<file path="src/rtl/vga_timing_gen.sv">
`default_nettype none
// +--------------------------------------------------------------------------+
// | Module   : vga_timing_gen                                                |
// | Desc     : VGA raster timing source: x/y scan, visible-area valid,       |
// |            start-of-frame pulse, frame counter, and hsync/vsync delayed  |
// |            PIPE_DLY clk to line up with the renderer's r/g/b pipeline.   |
// |            Option macro VGA_CLKDIV_EN: pixel advance every second clk.   |
// | Revision : 1.0 - initial release                                         |
// +--------------------------------------------------------------------------+
module vga_timing_gen #(
  parameter int H_ACTIVE = 640,
  parameter int H_FP     = 16,
  parameter int H_SYNC   = 96,
  parameter int H_BP     = 48,
  parameter int V_ACTIVE = 480,
  parameter int V_FP     = 10,
  parameter int V_SYNC   = 2,
  parameter int V_BP     = 33,
  parameter bit SYNC_NEG = 1'b1,
  parameter int PIPE_DLY = 3
) (
  input  logic       clk,
  input  logic       rst_n,
  output logic [9:0] x,
  output logic [9:0] y,
  output logic       valid,
  output logic       pix_en,
  output logic       sof,
  output logic [7:0] frame_cnt,
  output logic       hsync,
  output logic       vsync
);

  localparam logic [9:0] c_H_LAST = 10'(H_ACTIVE + H_FP + H_SYNC + H_BP - 1);
  localparam logic [9:0] c_V_LAST = 10'(V_ACTIVE + V_FP + V_SYNC + V_BP - 1);
  localparam logic [9:0] c_H_ACT  = 10'(H_ACTIVE);
  localparam logic [9:0] c_V_ACT  = 10'(V_ACTIVE);
  localparam logic [9:0] c_HS_BEG = 10'(H_ACTIVE + H_FP);
  localparam logic [9:0] c_HS_END = 10'(H_ACTIVE + H_FP + H_SYNC);
  localparam logic [9:0] c_VS_BEG = 10'(V_ACTIVE + V_FP);
  localparam logic [9:0] c_VS_END = 10'(V_ACTIVE + V_FP + V_SYNC);
  localparam logic       c_SYNC_IDLE = SYNC_NEG;

  logic [9:0]          w_x_nxt;
  logic [9:0]          w_y_nxt;
  logic                w_pix_en;
  logic                w_frame_start;
  logic                w_hs_raw;
  logic                w_vs_raw;
  logic [PIPE_DLY-1:0] r_hs_dly;
  logic [PIPE_DLY-1:0] r_vs_dly;

`ifdef VGA_CLKDIV_EN
  logic r_pix_en;

  always_ff @(posedge clk or negedge rst_n) begin
    if (!rst_n) begin
      r_pix_en <= 1'b0;
    end else begin
      r_pix_en <= ~r_pix_en;
    end
  end

  assign w_pix_en = r_pix_en;
`else
  assign w_pix_en = 1'b1;
`endif

  assign pix_en = w_pix_en;

  always_comb begin
    w_x_nxt = x + 10'd1;
    w_y_nxt = y;
    if (x == c_H_LAST) begin
      w_x_nxt = '0;
      w_y_nxt = (y == c_V_LAST) ? '0 : y + 10'd1;
    end
  end

  assign w_frame_start = (w_x_nxt == '0) && (w_y_nxt == '0);

  // valid and sof come from next-state x/y so they stay aligned with x/y
  always_ff @(posedge clk or negedge rst_n) begin
    if (!rst_n) begin
      x         <= c_H_LAST;
      y         <= c_V_LAST;
      valid     <= 1'b0;
      sof       <= 1'b0;
      frame_cnt <= '0;
    end else if (w_pix_en) begin
      x     <= w_x_nxt;
      y     <= w_y_nxt;
      valid <= (w_x_nxt < c_H_ACT) && (w_y_nxt < c_V_ACT);
      sof   <= w_frame_start;
      if (w_frame_start) begin
        frame_cnt <= frame_cnt + 8'd1;
      end
    end else begin
      sof <= 1'b0;
    end
  end

  assign w_hs_raw = ((x >= c_HS_BEG) && (x < c_HS_END)) ? ~c_SYNC_IDLE : c_SYNC_IDLE;
  assign w_vs_raw = ((y >= c_VS_BEG) && (y < c_VS_END)) ? ~c_SYNC_IDLE : c_SYNC_IDLE;

  // Delay line runs every clk, independent of pix_en
  always_ff @(posedge clk or negedge rst_n) begin
    if (!rst_n) begin
      r_hs_dly <= {PIPE_DLY{c_SYNC_IDLE}};
      r_vs_dly <= {PIPE_DLY{c_SYNC_IDLE}};
    end else begin
      r_hs_dly[0] <= w_hs_raw;
      r_vs_dly[0] <= w_vs_raw;
      for (int i = 1; i < PIPE_DLY; i++) begin
        r_hs_dly[i] <= r_hs_dly[i-1];
        r_vs_dly[i] <= r_vs_dly[i-1];
      end
    end
  end

  assign hsync = r_hs_dly[PIPE_DLY-1];
  assign vsync = r_vs_dly[PIPE_DLY-1];

endmodule
`default_nettype wire
</file>
<file path="config.mk">
export PLATFORM = sky130hd
export DESIGN_NAME = vga_timing_gen
export DESIGN_NICKNAME = d
export VERILOG_FILES = /design/src/rtl/vga_timing_gen.sv
export SDC_FILE = /design/constraint.sdc
export NUM_CORES = 1
export LEC_CHECK = 0
export ABC_AREA = 1
export BUFFER_PORTS_ARGS = -buffer_cell sky130_fd_sc_hd__buf_2
export CAP_MARGIN = 10
export CORE_ASPECT_RATIO = 0.6
export CORE_MARGIN = 2
export CORE_UTILIZATION = 60
export CTS_BUF_LIST = sky130_fd_sc_hd__clkbuf_8 sky130_fd_sc_hd__clkbuf_16
export DETAILED_ROUTE_END_ITERATION = 10
export MAX_ROUTING_LAYER = met4
export PLACE_DENSITY = 0.8
export SLEW_MARGIN = 0
export SYNTH_ARGS = -nofsm -noshare
export SYNTH_HDL_FRONTEND = slang
export SYNTH_SLANG_ARGS = --single-unit
</file>
<file path="constraint.sdc">
create_clock -name clk -period 6.4 [get_ports clk]
set_clock_uncertainty 0.15 [all_clocks]
set_input_delay 0.32 -clock clk [delete_from_list [all_inputs] [get_ports clk]]
set_output_delay 0.32 -clock clk [all_outputs]
set_load 0.005 [all_outputs]
</file>
======== Yosys cells after proc, flatten, opt, wreduce, memory -nomap -nowiden ========
Index checks and enable logic that the tools add are counted.
storage, ports and cells
  memory bits (read-only) ................. 0
  memories ................................ 0
  logic and storage cells ................. 29
  output and inout port bits .............. 33
  bits in latches ......................... 0
  bits in registers ....................... 36
  bits in writable memories ............... 0
  bits of input ports ..................... 2
cells by class
  divide/modulo/power cells ............... 0
  add/sub/neg operators ................... 3
  equal/unequal tests ..................... 2
  bitwise operators ....................... 0
  shift-type cells ........................ 0
  $lt $le $gt $ge ......................... 6
  reduce and logical (&&, ||, !) cells .... 6
  multipliers ............................. 0
  muxes and demuxes ....................... 5
operators with widths
  cell                                                   count
  two-way mux 10 bit                                     3
  adder 10 x 1 -> 10 bit (second input constant)         2
  == test 10 bit (second input constant)                 2
  logical NOT 10 bit                                     2
  < comparator 10 bit (second input constant)            2
  < comparator 10 x 9 -> 1 bit (second input constant)   2
  >= comparator 10 bit (second input constant)           1
  >= comparator 10 x 9 -> 1 bit (second input constant)  1
  adder 8 x 1 -> 8 bit (second input constant)           1
  logical AND 1 bit                                      4
  two-way mux 1 bit                                      2

======== Longest topological paths before layout ========
Gate-level depths: netlist of run 1.
  word-level depth ........................ 5
  depth in mapped cells ................... 14
  gate-level depth less buffers ........... 13

======== Least setup slack after synthesis of run 1 ========
Ideal clock, no wire load.
  kind .................................... reg-to-reg
  start point ............................. reg x[0]
  end point ............................... reg frame_cnt[4]
  setup time .............................. 0.117 ns
  data arrival time ....................... 1.947 ns
  buffers on the path ..................... 1
  path slack .............................. 4.186 ns
  cell stages (with the launch flop) ...... 14
  period minus slack after synthesis ...... 2.214 ns
  data required time ...................... 6.133 ns
  cells stage by stage .................... dfstp_2 > ha_1 > nand2_1 > inv_2 > nand3_2 > nor2_4 > buf_6 > nand4_2 > nand3_1 > nand2_1 > nor2_4 > nand3_4 > nand2_1 > nand2_1
between the ends
  word-level cells in the longest chain between the ends .. 4
  elaborated cells on any way between the ends .. 7
  classes of those cells .................. add/sub (1); eq/ne (1); mux (2); reduce/logical (3)
RTL lines
  element                                                   line    source
  start, declared                                           24      output logic [9:0] x,
  start signal, assigned                                    85      x <= c_H_LAST;
  start signal, assigned                                    91      x <= w_x_nxt;
  adder 10 x 1 -> 10 bit or == test 10 bit (tied branches)  72, 74
  two-way mux 10 bit                                        74      if (x == c_H_LAST) begin
  logical NOT 10 bit                                        80      assign w_frame_start = (w_x_nxt == '0) && (w_y_nxt == '0);
  logical AND 1 bit *                                       80
  end signal, assigned                                      96      frame_cnt <= frame_cnt + 8'd1;
  end, declared                                             29      output logic [7:0] frame_cnt,
Mark *: on every way between the ends. The rest lies on a longest branch, timed or not.
A chain may end at the register's enable or synchronous reset.

======== Worst setup path in the final report of run 1 ========
  start point ............................. reg x[0]
  end point ............................... reg frame_cnt[5]
Same word-level chain as after synthesis.

==> impl_metrics.csv, run 1 <==
group,metric,value,unit
clocking,cts_buffers,5,
sta,tns,0,ns
synthesis,synth_cells,301,
floorplan,initial_core_util,62.8,%
clocking,worstSkewPairLatency,0.29,ns
synthesis,synth_most_common_cell,"nand2_1",
pwr,p_total,435,uW
synthesis,synth-async-reset-ratio,100,%
layout,drive_gt1_share,24.6,%
global_routing,grt_pass1_wl,8.70,mm
placement,dp_hpwl,3.75,mm
clocking,clkSinkCount,36,
layout,insertedDiodeCount,0,
layout,fin_nets,344,
synthesis,synth_edf_count,0,
synthesis,synth_cell_types,30,
clocking,postCtsSetupBuffers,0,
sta,grt_setup_unrepaired,"false",
pwr,peakVddDrop,0.166,mV
clocking,htreeDepth,2,
sta,hold_viol,0,
detailed_routing,drtPass1Iterations,4,
sta,setup_viol,0,
critical_path,critical_path_class,"flop to flop",
clocking,clockBufferDepth,2,
synthesis,synthMuxAreaShare,0,%
placement,portBuffers,33,
floorplan,rows,17,
floorplan,coreArea,3680,um2
synthesis,seq_area_frac_synth,39.8,%
run_status,status,"finished, final reports clean",
min_path,min_path_type,"flop to flop",
synthesis,ys_seq_elements,36,
sta,relSlewSlack,45.8,%
synthesis,synth_nets,309,
synthesis,syn_area_per_cell,7.68,um2
sta,drv_slew,0,
sta,fin_crit_sh,42.1,%
synthesis,syn_area,2310,um2
sta,fin_crit,2.69,ns
detailed_routing,antenna_left,0,
synthesis,yosys_warnings,0,
critical_path,cp-end-kind,"flop",
global_routing,grt_pass1_vias,1833,
floorplan,dieWidth,84.1,um
synthesis,synthFlopType,"dfrtp_1",
critical_path,cp_max_fo,18,
sta,max_freq,372,MHz
critical_path,cp.arrival,2.73,ns
placement,place_congestion,0.905,
clocking,tritoncts,"yes",
global_routing,track_usage,26.5,%
global_routing,overflow,0,
sta,max_slew.worst_pin.slew,0.812,ns
global_routing,antenna_found_initial,0,
pwr,p_leak,0.00141,uW
critical_path,cpPeakStageDelay,0.61,ns
synthesis,synth_compound_area_share,1.35,%
detailed_routing,vias,2102,
critical_path,required,6.44,ns
synthesis,synth_commonest_cells,"87 x nand2_1, 39 x nand3_1, 37 x inv_1",
sta,holdWs,0.208,ns
synthesis,synth_area_leaders,"dfrtp_1 22%, dfstp_2 18%, nand2_1 14%",
synthesis,netlist.area_leader.share,21.6,%
pwr,power_density,167,nW/um2
critical_path,crit_path_frequent_cell,"nand2_1",
synthesis,synth_fa_ha_area_share,3.25,%
detailed_routing,drc_errors,0,
detailed_routing,drt-total-wl,5.16,mm
detailed_routing,drtIter0Drc,93,
global_routing,grt_max_degree,37,
critical_path,crit_path_top_delay_cell,"dfstp_2",
detailed_routing,viasPerCell,5.47,
layout,layout.cells.non_filler,384,
placement,place_inst,375,
clocking,clk_pin_slew,0.07,ns
floorplan,die-area,4380,um2
job,drv_cap,0,
floorplan,die_h,52.1,um
synthesis,synth_simple_gate_area_share,44.2,%
critical_path,start_kind,"flop",
detailed_routing,detail_route.wl_per_cell,13.4,um
clocking,post_cts_resize_count,0,
synthesis,synth_area_leader_cell,"dfrtp_1",
clocking,clock-root-buffer,"clkbuf_8",
synthesis,synth_top_family_by_area,"simple AND/OR/NAND/NOR gates",
clocking,cts_hold_buf,1,
critical_path,timing.critical_path.cells,"ha_1 -> nand2_1 -> inv_2 -> nand3_2 -> nor2_4 -> nand2_1 -> nand3_1 -> nand3_1 -> nor2_4 -> nand3_4 -> nand2_1 -> nand2_1",
floorplan,boundaryPins,35,
synthesis,synth_xor_area_share,2.65,%
layout,area_growth,12.9,%
## power breakdown
part	internal (uW)	total (uW)	switching, uW
Combinational	0.611	5.14	4.53
Sequential	228	228	0
Clock	115	202	86.4
Total	344	435	90.9
## kinds of logic (layout without fill, tap and decap cells)
group / Yosys count / in the layout
and+or+nand+nor: 200 / 200
adders and majority gates: 6 / 6
DFF: 36 / 36
xor gates and xnor gates: 7 / 7
buffers and inverters: 46 / 82
other: 1 / 1
AOI/OAI and AO/OA: 5 / 5
## state kept, by name, summed over array words and instances, names as in the netlist
signal,flops
x,10
y,10
frame_cnt,8
r_hs_dly,3
r_vs_dly,3
sof,1
valid,1
## layer usage
metal  global-route usage (%)  vias to the layer above  routed length (um)
met4                     6.45                        0                  49
met5                        -                        -                   0
met2                     39.4                       66                2260
met1                     37.1                      995                2550
met3                     5.87                        7                 301
li1                         -                     1034                   -
## through the flow
stage          utilization, %  area [um2]  setup slack [ns]
2_1_floorplan               -        2310              4.19
3_3_place_gp             67.6        2490              3.93
3_5_place_dp             67.6        2490              3.76
4_1_cts                  70.9        2610              3.72
5_1_grt                  70.9        2610              3.49
6_report                 70.9        2610              3.71
## worst paths after layout
kind / startpoint / endpoint / slack [ns] / cells past startpoint
min reg2reg: r_vs_dly[0]$_DFF_PN1_ / r_vs_dly[1]$_DFF_PN1_ / 0.21 / 0
max reg2reg: x[0]$_DFF_PN1_ / frame_cnt[5]$_DFFE_PN0P_ / 3.71 / 12
min: r_vs_dly[0]$_DFF_PN1_ / r_vs_dly[1]$_DFF_PN1_ / 0.21 / 0
max: x[0]$_DFF_PN1_ / frame_cnt[5]$_DFFE_PN0P_ / 3.71 / 12
max in group asynchronous: rst_n / sof$_DFF_PN0_ / 5.07 / 2
min in group asynchronous: rst_n / y[0]$_DFF_PN0_ / 0.51 / 2
## layout make-up
cell class              count  area (um2)
repair buffers             34         175
flip-flops and latches     36         921
inverters                  40         150
well taps                  47        58.8
fillers                   316        1070
multi-input cells         219        1190
clock buffers               5        68.8
clock inverters             3        42.5
## critical path, delay by kind of cell, from the launching register on
| kind | cells | cell delay, ns |
|---|---|---|
| simple gates | 10 | 1.49 |
| flops | 1 | 0.61 |
| fa+ha+maj | 1 | 0.26 |
| buf+inv | 1 | 0.08 |
## placed cells by master (no fill, tap or decap)
master / count
o21ai_0: 2
nor4_1: 2
inv_1: 37
clkbuf_8: 5
dlygate4sd3_1: 1
conb_1: 1
o21ai_2: 1
nand3_4: 1
o31ai_1: 1
nand3_2: 2
nand2_2: 5
nor2_2: 2
dfstp_2: 16
ha_1: 6
nor2_1: 28
nor2_8: 3
dfrtp_1: 20
buf_2: 33
xor2_1: 4
bufinv_16: 1
nor3_1: 2
a21oi_1: 1
clkinvlp_4: 1
xnor2_1: 3
nor2_4: 5
nand3_1: 39
inv_2: 3
nand2_4: 3
nand4_1: 17
nand3b_1: 3
nand2_1: 87
nand4_2: 1
clkinv_2: 1
Power figures use the tool's default switching activity.
==> run 2: changes to the inputs <==
Settings changed: CORE_UTILIZATION 60 to 57, PLACE_DENSITY 0.8 to 0.77.
Clock period 6.4 ns to 2.7 ns, I/O delays scaled along.
==> run 2 against run 1 <==
- maximum frequency grew 6.3%
- clock power rose by 130%
- power grew 130%
- combinational power increased by 120%
- global-route usage is 0.27 points lower
- worst setup slack worse by 3.5 ns
- critical endpoint unchanged
- flip-flop and latch count unchanged
- hold slack lost 0.0013 ns
- via count increased by 1.6%
- largest power group unchanged
==> impl_metrics.csv, run 2 (synthesis gave the netlist of run 1 again) <==
group,metric,value,unit
run_status,status,"finished, final reports clean",
clocking,htreeDepth,2,
floorplan,coreArea,3790,um2
detailed_routing,detail_route.wl_per_cell,13.7,um
floorplan,dieWidth,86.2,um
placement,dp_hpwl,3.94,mm
detailed_routing,drtPass1Iterations,5,
critical_path,cp-end-kind,"flop",
critical_path,cp.depth,12,
sta,hold_viol,0,
clocking,clock-root-buffer,"clkbuf_8",
layout,layout_common_cells,"87 x nand2_1, 39 x nand3_1, 37 x inv_1, 33 x buf_2, 28 x nor2_1",
global_routing,grt_pass1_vias,1794,
critical_path,r2r_slack,0.17,ns
critical_path,cp.arrival,2.56,ns
min_path,min_path_type,"flop to flop",
floorplan,boundaryPins,35,
pwr,seqPwrFrac,53.3,%
critical_path,critical_path_class,"flop to flop",
critical_path,start_kind,"flop",
pwr,switchingPower,199,uW
detailed_routing,viasPerCell,5.52,
sta,relSlewSlack,50.1,%
floorplan,die-area,4600,um2
global_routing,grt_pass1_wl,8.85,mm
sta,max_slew.worst_pin.slew,0.748,ns
layout,drive_gt1_share,25.6,%
sta,max_freq,395,MHz
critical_path,critical_path_buf_inv_count,0,
sta,grt_setup_unrepaired,"false",
sta,fin_crit_sh,93.7,%
global_routing,antenna_found_initial,0,
layout,layout.cells.non_filler,387,
detailed_routing,drtIter0Drc,172,
pwr,power_density,385,nW/um2
detailed_routing,antenna_left,0,
global_routing,grt_max_degree,37,
placement,place_inst,376,
pwr,internal-power,815,uW
sta,setup_viol,0,
sta,tns,0,ns
pwr,p_comb_share,1.1,%
critical_path,required,2.73,ns
sta,fin_crit,2.53,ns
clocking,tritoncts,"yes",
critical_path,path_delay_family,"simple AND/OR/NAND/NOR gates",
min_path,min_from,"r_vs_dly[1]$_DFF_PN1_",
layout,fin_nets,347,
pwr,peakVddDrop,0.341,mV
min_path,hold_path_depth,0,
critical_path,critPathLaunch,"x[1]$_DFF_PN1_",
floorplan,die_h,53.3,um
pwr,p_clk_share,45.6,%
critical_path,cp_max_fo,12,
clocking,clkSinkCount,36,
floorplan,rows,17,
clocking,clk_pin_slew,0.07,ns
layout,area_growth,14.0,%
pwr,p_leak,0.00142,uW
placement,portBuffers,33,
clocking,cts_buffers,5,
critical_path,timing.critical_path.cells,"ha_2 -> nand3_2 -> nor2_8 -> nand2_4 -> nand3b_1 -> nand2_1 -> nor2_1 -> nand2_1 -> nor2_8 -> nand3_4 -> nand2_1 -> nand2_1",
pwr,p_sw_share,19.6,%
critical_path,reg2reg_depth,12,
global_routing,overflow,0,
critical_path,rr_startpoint,"x[1]$_DFF_PN1_",
detailed_routing,vias,2135,
detailed_routing,drt-total-wl,5.32,mm
placement,place_congestion,0.966,
floorplan,initial_core_util,61.1,%
layout,final_common_cell,"nand2_1",
detailed_routing,drc_errors,0,
critical_path,crit_path_frequent_cell,"nand2_1",
critical_path,worstReg2RegEnd,"frame_cnt[5]$_DFFE_PN0P_",
sta,drv_slew,0,
min_path,hold_path_end,"r_vs_dly[2]$_DFF_PN1_",
critical_path,crit_path_top_delay_cell,"dfstp_2",
job,drv_cap,0,
layout,largestRegisters,"x (10), y (10), frame_cnt (8)",
layout,insertedDiodeCount,0,
clocking,clockBufferDepth,2,
critical_path,cpPeakStageDelay,0.57,ns
global_routing,track_usage,26.2,%
clocking,worstSkewPairLatency,0.29,ns
==> run 2: changes by cell type in the layout (fill, tap and decap cells not counted), sizes merged <==
cell,previous run,this run
buf,33,36
==> run 2: how the worst max path moves through the flow <==
stage,end
detailed placement,frame_cnt[5]$_DFFE_PN0P_
finish,frame_cnt[5]$_DFFE_PN0P_
CTS,frame_cnt[5]$_DFFE_PN0P_
global route,frame_cnt[2]$_DFFE_PN0P_
floorplan,frame_cnt[4]$_DFFE_PN0P_
global placement,frame_cnt[7]$_DFFE_PN0P_
==> run 2: power by group through the flow <==
stage	registers, uW	logic, uW	clock network (uW)
finish	540	11.3	462
floorplan	550	1.35	0
CTS	540	12.3	475
global placement	550	11.3	0
global route	540	14.4	504
detailed placement	550	11.2	0
==> run 2: final cells by class <==
type | count | area (um2)
multi-input cells | 219 | 1200
well taps | 47 | 58.8
fillers | 303 | 1150
repair buffers | 37 | 198
clock buffers | 5 | 68.8
clock inverters | 3 | 42.5
flip-flops and latches | 36 | 921
inverters | 40 | 150
==> run 2: through the flow <==
step	total power, uW	area (um2)	hold WS [ns]	util, %	worst slack, ns
global placement	561	2500	0.103	65.9	0.157
finish	1010	2640	0.206	69.6	0.169
detailed placement	561	2500	0.0992	65.9	0.125
global route	1060	2640	0.209	69.6	0.0416
floorplan	551	2310	-0.311	-	0.486
CTS	1030	2620	0.208	69.1	0.0998
==> run 2: metal layers <==
metal,vias to the layer above,wire length [um],GRT usage [%]
met1,967,2540,39.3
li1,1038,-,-
met2,123,2210,35.3
met5,-,0,-
met4,0,53,7.03
met3,7,519,5.62
==> run 2: timing repair <==
action,CTS,global route
buffers inserted,0,2
endpoints found under the setup margin,0,8
hold endpoints to repair,20,0
hold buffers,1,0
gates resized for setup,0,1
